==> src/rtl/vga_controller_pkg.sv <==
// Shared VGA 640x480@60 timing constants for the controller and pixel-generation logic.
// Package vga_timing_pkg; the optional VGA_SYNC_ACTIVE_HIGH_EN macro is consumed by vga_controller.
package vga_timing_pkg;

    localparam int unsigned H_VISIBLE = 32'd640;
    localparam int unsigned H_FRONT   = 32'd16;
    localparam int unsigned H_SYNC    = 32'd96;
    localparam int unsigned H_BACK    = 32'd48;
    localparam int unsigned V_VISIBLE = 32'd480;
    localparam int unsigned V_FRONT   = 32'd10;
    localparam int unsigned V_SYNC    = 32'd2;
    localparam int unsigned V_BACK    = 32'd33;

    localparam int unsigned H_TOTAL   = H_VISIBLE + H_FRONT + H_SYNC + H_BACK;
    localparam int unsigned V_TOTAL   = V_VISIBLE + V_FRONT + V_SYNC + V_BACK;

    localparam int unsigned CNT_W     = 32'd10;
    localparam int unsigned MAX_TOTAL = 32'd1 << CNT_W;

endpackage

==> src/rtl/vga_controller_if.sv <==
// Timing bundle from vga_controller to downstream pixel-generation logic.
interface vga_controller_if;
    import vga_timing_pkg::CNT_W;

    logic             h_sync;
    logic             v_sync;
    logic             display_enable;
    logic [CNT_W-1:0] x_count;
    logic [CNT_W-1:0] y_count;
    logic             frame_end;

    modport master (output h_sync, v_sync, display_enable, x_count, y_count, frame_end);
    modport slave  (input  h_sync, v_sync, display_enable, x_count, y_count, frame_end);

endinterface

==> src/rtl/vga_controller_axis_counter.sv <==
// Wrapping axis counter (0..TERMINAL) with count enable and a same-cycle wrap pulse.
module vga_axis_counter
    import vga_timing_pkg::*;
#(
    parameter int unsigned TERMINAL = H_TOTAL - 32'd1
) (
    input  logic             clk,
    input  logic             i_rst_n,
    input  logic             i_en,
    output logic [CNT_W-1:0] o_count,
    output logic             o_wrap
);

    localparam logic [CNT_W-1:0] TERM = CNT_W'(TERMINAL);

    logic [CNT_W-1:0] r_count;
    logic             w_at_term;

    assign w_at_term = (r_count == TERM);
    assign o_wrap    = i_en & w_at_term;
    assign o_count   = r_count;

    // Count register: reset wins, then wrap at terminal, else increment when enabled.
    always_ff @(posedge clk) begin
        if (!i_rst_n) begin
            r_count <= '0;
        end else if (i_en) begin
            if (w_at_term) begin
                r_count <= '0;
            end else begin
                r_count <= r_count + CNT_W'(1);
            end
        end
    end

endmodule

==> src/rtl/vga_controller.sv <==
// VGA timing generator: chained x/y counters plus zero-latency sync/enable decode.
// Define VGA_SYNC_ACTIVE_HIGH_EN for active-high syncs (idle/reset level 0).
module vga_controller #(
    parameter int unsigned H_VISIBLE = vga_timing_pkg::H_VISIBLE,
    parameter int unsigned H_FRONT   = vga_timing_pkg::H_FRONT,
    parameter int unsigned H_SYNC    = vga_timing_pkg::H_SYNC,
    parameter int unsigned H_BACK    = vga_timing_pkg::H_BACK,
    parameter int unsigned V_VISIBLE = vga_timing_pkg::V_VISIBLE,
    parameter int unsigned V_FRONT   = vga_timing_pkg::V_FRONT,
    parameter int unsigned V_SYNC    = vga_timing_pkg::V_SYNC,
    parameter int unsigned V_BACK    = vga_timing_pkg::V_BACK
) (
    input  logic              clk,
    input  logic              reset,
    vga_controller_if.master  vga
);
    import vga_timing_pkg::CNT_W;
    import vga_timing_pkg::MAX_TOTAL;

    localparam int unsigned H_SPAN = H_VISIBLE + H_FRONT + H_SYNC + H_BACK;
    localparam int unsigned V_SPAN = V_VISIBLE + V_FRONT + V_SYNC + V_BACK;

    localparam logic [CNT_W-1:0] X_VIS    = CNT_W'(H_VISIBLE);
    localparam logic [CNT_W-1:0] Y_VIS    = CNT_W'(V_VISIBLE);
    localparam logic [CNT_W-1:0] HS_FIRST = CNT_W'(H_VISIBLE + H_FRONT);
    localparam logic [CNT_W-1:0] HS_LAST  = CNT_W'(H_VISIBLE + H_FRONT + H_SYNC - 32'd1);
    localparam logic [CNT_W-1:0] VS_FIRST = CNT_W'(V_VISIBLE + V_FRONT);
    localparam logic [CNT_W-1:0] VS_LAST  = CNT_W'(V_VISIBLE + V_FRONT + V_SYNC - 32'd1);

    // Totals must fit the 10-bit counters.
    if ((H_SPAN > MAX_TOTAL) || (V_SPAN > MAX_TOTAL)) begin : g_cfg_error
        $error("vga_controller: H_TOTAL and V_TOTAL must not exceed 1024");
    end

    logic [CNT_W-1:0] w_x;
    logic [CNT_W-1:0] w_y;
    logic             w_h_wrap;
    logic             w_v_wrap;
    logic             w_h_active;
    logic             w_v_active;

    vga_axis_counter #(.TERMINAL(H_SPAN - 32'd1)) u_h_counter (
        .clk     (clk),
        .i_rst_n (reset),
        .i_en    (1'b1),
        .o_count (w_x),
        .o_wrap  (w_h_wrap)
    );

    vga_axis_counter #(.TERMINAL(V_SPAN - 32'd1)) u_v_counter (
        .clk     (clk),
        .i_rst_n (reset),
        .i_en    (w_h_wrap),
        .o_count (w_y),
        .o_wrap  (w_v_wrap)
    );

    assign w_h_active = (w_x >= HS_FIRST) && (w_x <= HS_LAST);
    assign w_v_active = (w_y >= VS_FIRST) && (w_y <= VS_LAST);

`ifdef VGA_SYNC_ACTIVE_HIGH_EN
    assign vga.h_sync = w_h_active;
    assign vga.v_sync = w_v_active;
`else
    assign vga.h_sync = ~w_h_active;
    assign vga.v_sync = ~w_v_active;
`endif

    assign vga.display_enable = (w_x < X_VIS) && (w_y < Y_VIS);
    assign vga.x_count        = w_x;
    assign vga.y_count        = w_y;
    assign vga.frame_end      = w_v_wrap;

endmodule

==> src/flat_wrapper.sv <==
// flat-port wrapper written by rule: the top's interface ports become plain ports
module vga_controller_flat import vga_timing_pkg::CNT_W; import vga_timing_pkg::MAX_TOTAL;
#(
    parameter int unsigned H_VISIBLE = vga_timing_pkg::H_VISIBLE,
    parameter int unsigned H_FRONT   = vga_timing_pkg::H_FRONT,
    parameter int unsigned H_SYNC    = vga_timing_pkg::H_SYNC,
    parameter int unsigned H_BACK    = vga_timing_pkg::H_BACK,
    parameter int unsigned V_VISIBLE = vga_timing_pkg::V_VISIBLE,
    parameter int unsigned V_FRONT   = vga_timing_pkg::V_FRONT,
    parameter int unsigned V_SYNC    = vga_timing_pkg::V_SYNC,
    parameter int unsigned V_BACK    = vga_timing_pkg::V_BACK
)
  (clk, reset, vga_h_sync, vga_v_sync, vga_display_enable, vga_x_count, vga_y_count, vga_frame_end);
  vga_controller_if vga_i ();
  input  logic clk;
  input  logic reset;
  output wire logic [$bits(vga_i.h_sync)-1:0] vga_h_sync;
  output wire logic [$bits(vga_i.v_sync)-1:0] vga_v_sync;
  output wire logic [$bits(vga_i.display_enable)-1:0] vga_display_enable;
  output wire logic [$bits(vga_i.x_count)-1:0] vga_x_count;
  output wire logic [$bits(vga_i.y_count)-1:0] vga_y_count;
  output wire logic [$bits(vga_i.frame_end)-1:0] vga_frame_end;
  assign vga_h_sync = vga_i.h_sync;
  assign vga_v_sync = vga_i.v_sync;
  assign vga_display_enable = vga_i.display_enable;
  assign vga_x_count = vga_i.x_count;
  assign vga_y_count = vga_i.y_count;
  assign vga_frame_end = vga_i.frame_end;
  vga_controller #(.H_VISIBLE(H_VISIBLE), .H_FRONT(H_FRONT), .H_SYNC(H_SYNC), .H_BACK(H_BACK), .V_VISIBLE(V_VISIBLE), .V_FRONT(V_FRONT), .V_SYNC(V_SYNC), .V_BACK(V_BACK)) u_core (.clk(clk), .reset(reset), .vga(vga_i));
endmodule
==> config.mk <==
export PLATFORM = sky130hd
export DESIGN_NAME = vga_controller_flat
export DESIGN_NICKNAME = d
export VERILOG_FILES = /design/src/rtl/vga_controller_pkg.sv /design/src/rtl/vga_controller_if.sv /design/src/rtl/vga_controller_axis_counter.sv /design/src/rtl/vga_controller.sv /design/src/flat_wrapper.sv
export SDC_FILE = /design/constraint.sdc
export NUM_CORES = 1
export LEC_CHECK = 0
export CORE_MARGIN = 2
export CORE_UTILIZATION = 35
export CTS_BUF_LIST = sky130_fd_sc_hd__clkbuf_16
export DETAILED_ROUTE_END_ITERATION = 10
export HOLD_SLACK_MARGIN = 0.02
export PLACE_DENSITY_LB_ADDON = 0.25
export SETUP_SLACK_MARGIN = 0.2
export SLEW_MARGIN = 20
export SYNTH_ARGS = -nofsm -noshare
export SYNTH_HDL_FRONTEND = slang
export SYNTH_SLANG_ARGS = --single-unit
==> constraint.sdc <==
create_clock -name clk -period 2.4 [get_ports clk]
set_input_delay 0.36 -clock clk [delete_from_list [all_inputs] [get_ports clk]]
set_output_delay 0.36 -clock clk [all_outputs]
set_load 0.01 [all_outputs]
==> flow_metrics.env, run 1 <==
export IMPL_finalHoldViolations=0
export IMPL_crit_fanout=6
export IMPL_cp_cell_sequence="ha_2 -> nand4_1 -> buf_4 -> or4_1 -> mux2i_1 -> a2111oi_0"
export IMPL_syn_cell_area_um2=1030
export IMPL_dpl_instance_area_um2=1370
export IMPL_p_int_w=0.000684
export IMPL_pwr_share_seq_pct=41.0
export IMPL_p_leak_nw=0.512
export IMPL_p_sw_w=0.000146
export IMPL_synthCells=122
export IMPL_grt_max_degree=13
export IMPL_cts_root_buf="clkbuf_16"
export IMPL_p_clk_share_pct=54.9
export IMPL_final_util_pct=52.9
export IMPL_power_density_nw_per_um2=564
export IMPL_fp_dieArea_um2=3400
export IMPL_status="finished clean"
export IMPL_clockBufferDepth=2
export IMPL_critPathKind="flip-flop to flip-flop"
export IMPL_cp_end_kind="flip-flop"
export IMPL_grt_pass1_vias=952
export IMPL_finalCritPeriodShare_pct=89.0
export IMPL_swShare_pct=17.6
export IMPL_wl_per_cell_um=13.5
export IMPL_cts_made_buffers=3
export IMPL_diodes=0
export IMPL_routabilityCongestion=0.780
export IMPL_drv_cap=0
export IMPL_firstDrtPassIters=4
export IMPL_dieWidth_um=58.3
export IMPL_start_kind="flip-flop"
export IMPL_rsz0062_at_grt="true"
export IMPL_overflow=0
export IMPL_rr_worst_depth=6
export IMPL_skew_ns=0.00331
export IMPL_grt_use_met2_pct=26.8
export IMPL_start_util_pct=37.2
export IMPL_whs_path_depth=2
export IMPL_grtUsageMet3_pct=3.30
export IMPL_grt_usage_pct=15.4
export IMPL_cts_tree="built"
export IMPL_yosysUniqueCellTypes=30
export IMPL_ys_seq_elements=20
export IMPL_finalSetupViolCount=0
export IMPL_vias_per_cell=5.44
export IMPL_holdBufCountCts=0
export IMPL_drt_initial_drc_count=35
export IMPL_core_um2=2780
export IMPL_drc=0
export IMPL_drive_above_1_share_pct=10.3
export IMPL_fp_dieH_um=58.3
export IMPL_areaGrowthSynthToFinish_pct=42.3
export IMPL_worst_slack_ns=0.264
export IMPL_slowest_delay_ns=0.62
export IMPL_arrival_ns=2.26
export IMPL_vias=1012
export IMPL_met1_usage_pct=18.2
export IMPL_layout_min_cycle_time_ns=2.14
export IMPL_drv_slew=0
export IMPL_place_hpwl_mm=1.90
export IMPL_comb_power_share_pct=4.1
export IMPL_clkLatencyLatePin_ns=0.25
export IMPL_tightest_slew_ns=0.481
export IMPL_num_rows=19
export IMPL_place_ws_ns=0.249
export IMPL_port_buffers=25
export IMPL_route_antenna_remaining_nets=0
export IMPL_synth_net_count=129
export IMPL_yosysSeqAreaShare_pct=38.7
export IMPL_yosys_warnings=0
export IMPL_clk_pin_slew_ns=0.06
export IMPL_fmax_mhz=468
export IMPL_cp_data_required_time_ns=2.52
export IMPL_top_usage_layer="met2"
export IMPL_worst_path_max_delay_cell="or4_1"
export IMPL_grt_pass1_wl_mm=4.12
export IMPL_antenna_found_initial=0
export IMPL_final_nets=163
export IMPL_fin_area_um2=1470
export IMPL_syn_avg_cell_area_um2=8.47
export IMPL_io_pins=26
export IMPL_clkSinkCount=20
export IMPL_htreeDepth=1
export IMPL_postCtsSetupBuffers=0
export IMPL_finalSetupTns_ns=0
export IMPL_worst_slew_margin_rel_pct=67.7
export IMPL_min_path_type="flip-flop to flip-flop"
export IMPL_ir_worst_vdd_uv=420
export IMPL_finalWirelength_mm=2.50
-- state kept, by name (all words and copies together), names as in the netlist --
signal,flops
u_core.u_h_counter.o_count,10
u_core.u_v_counter.o_count,10
-- layer usage --
layer,part of all wire [%],wire length [um]
met3,4.3,108
met2,52,1290
met1,44,1100
met4,0.32,8
met5,0,0
-- cells in the final DEF (no fill, tap or decap), drive strengths merged --
| cell type | count |
|---|---|
| nor4b | 2 |
| a21oi | 2 |
| dfxtp | 20 |
| nor4 | 4 |
| dlygate4sd2 | 2 |
| o32ai | 1 |
| o31ai | 2 |
| bufinv | 1 |
| nor3b | 1 |
| mux2i | 2 |
| nand2 | 8 |
| a2111oi | 1 |
| o211ai | 1 |
| or3 | 2 |
| clkbuf | 3 |
| xor2 | 4 |
| nor3 | 4 |
| ha | 5 |
| nand3 | 8 |
| clkdlybuf4s50 | 23 |
| inv | 8 |
| and3 | 2 |
| and4 | 2 |
| buf | 8 |
| o21ai | 2 |
| nand4 | 8 |
| xnor2 | 9 |
| nor2 | 17 |
| or4b | 1 |
| or4 | 2 |
-- cells by family after synthesis --
| logic type | Yosys count | share of synthesized area, % |
|---|---|---|
| adders and majority gates | 5 | 6.05 |
| muxes | 2 | 1.94 |
| AOI/OAI and AO/OA | 9 | 6.17 |
| DFF | 20 | 38.7 |
| xor gates and xnor gates | 13 | 11.0 |
| and+or+nand+nor | 61 | 31.5 |
| buffers and inverters | 12 | 4.60 |
-- cell type report --
type                            instances  area, um^2
Clock buffer                            3        75.1
Clock inverter                          1        30.0
Fill cell                             256        1310
Inverter                                8        30.0
Multi-Input combinational cell         90         588
Sequential cell                        20         400
Tap cell                               31        38.8
Timing Repair Buffer                   33         308
-- power by group through the flow --
stage / clock network, W / registers (W) / logic [W]
floorplan: 0 / 0.000351 / 0.0000106
global placement: 0 / 0.000347 / 0.0000335
detailed placement: 0 / 0.000347 / 0.0000338
CTS: 0.000466 / 0.000340 / 0.0000341
global route: 0.000476 / 0.000341 / 0.0000383
finish: 0.000456 / 0.000340 / 0.0000338
-- synth_stat cells --
master / count / area share, %
nand2_1: 8 / 2.9
nor3b_1: 1 / 0.73
xnor2_1: 9 / 7.6
nor3_1: 4 / 1.9
nor4_1: 4 / 2.4
or4b_2: 1 / 0.97
inv_1: 8 / 2.9
xor2_1: 4 / 3.4
or4_1: 1 / 0.73
or4_4: 1 / 1.1
clkbuf_1: 2 / 0.73
o21ai_0: 1 / 0.48
a21oi_1: 1 / 0.48
o211ai_1: 1 / 0.73
or3_1: 2 / 1.2
a2111oi_0: 1 / 0.85
nor4b_1: 2 / 1.7
nor2_1: 17 / 6.2
o31ai_1: 2 / 1.5
ha_1: 5 / 6.1
dfxtp_1: 20 / 39
mux2i_1: 2 / 1.9
and3_1: 2 / 1.2
a21oi_2: 1 / 0.85
o32ai_1: 1 / 0.85
buf_2: 2 / 0.97
nand4_1: 8 / 4.8
nand3_1: 8 / 3.9
o21ai_1: 1 / 0.48
and4_1: 2 / 1.7
-- worst max-delay path, delay by kind of cell (launching register included) --
| family | cells | cell delay [ns] |
|---|---|---|
| muxes | 1 | 0.16 |
| adders and majority gates | 1 | 0.21 |
| and+or+nand+nor | 2 | 0.75 |
| buffers and inverters | 1 | 0.18 |
| AOI/OAI and AO/OA | 1 | 0.36 |
| DFF | 1 | 0.34 |
-- repair_timing --
action,in CTS,in global routing
cloned,0,0
gates resized for setup,2,1
endpoints found under the setup margin,2,2
-- metrics by stage --
stage	hold slack [ns]	std cells	total power [W]
detailed placement	0.541	182	0.000381
finish	0.553	186	0.000830
global route	0.573	186	0.000855
floorplan	0.492	122	0.000362
global placement	0.526	182	0.000380
CTS	0.550	186	0.000840
-- path summary, 6_finish.rpt --
check | start | end | slack (ns)
worst max register to register | u_core.u_h_counter.o_count[1] | u_core.u_v_counter.o_count[9] | 0.26
worst min register to register | u_core.u_v_counter.o_count[8] | u_core.u_v_counter.o_count[8] | 0.55
worst max-delay path | u_core.u_h_counter.o_count[1] | u_core.u_v_counter.o_count[9] | 0.26
worst min-delay path | u_core.u_v_counter.o_count[8] | u_core.u_v_counter.o_count[8] | 0.55
(Power assumes the default switching activity.)
==> inputs of run 2 (changes only) <==
Settings changed: SLEW_MARGIN 20 to not set.
==> results of run 2 <==
Final layout, timing and power as in run 1 (identical DEF).
==> inputs of run 3 (changes only) <==
Settings changed: CAP_MARGIN set to 30.
==> results of run 3 <==
Final layout, timing and power as in run 1 (identical DEF).
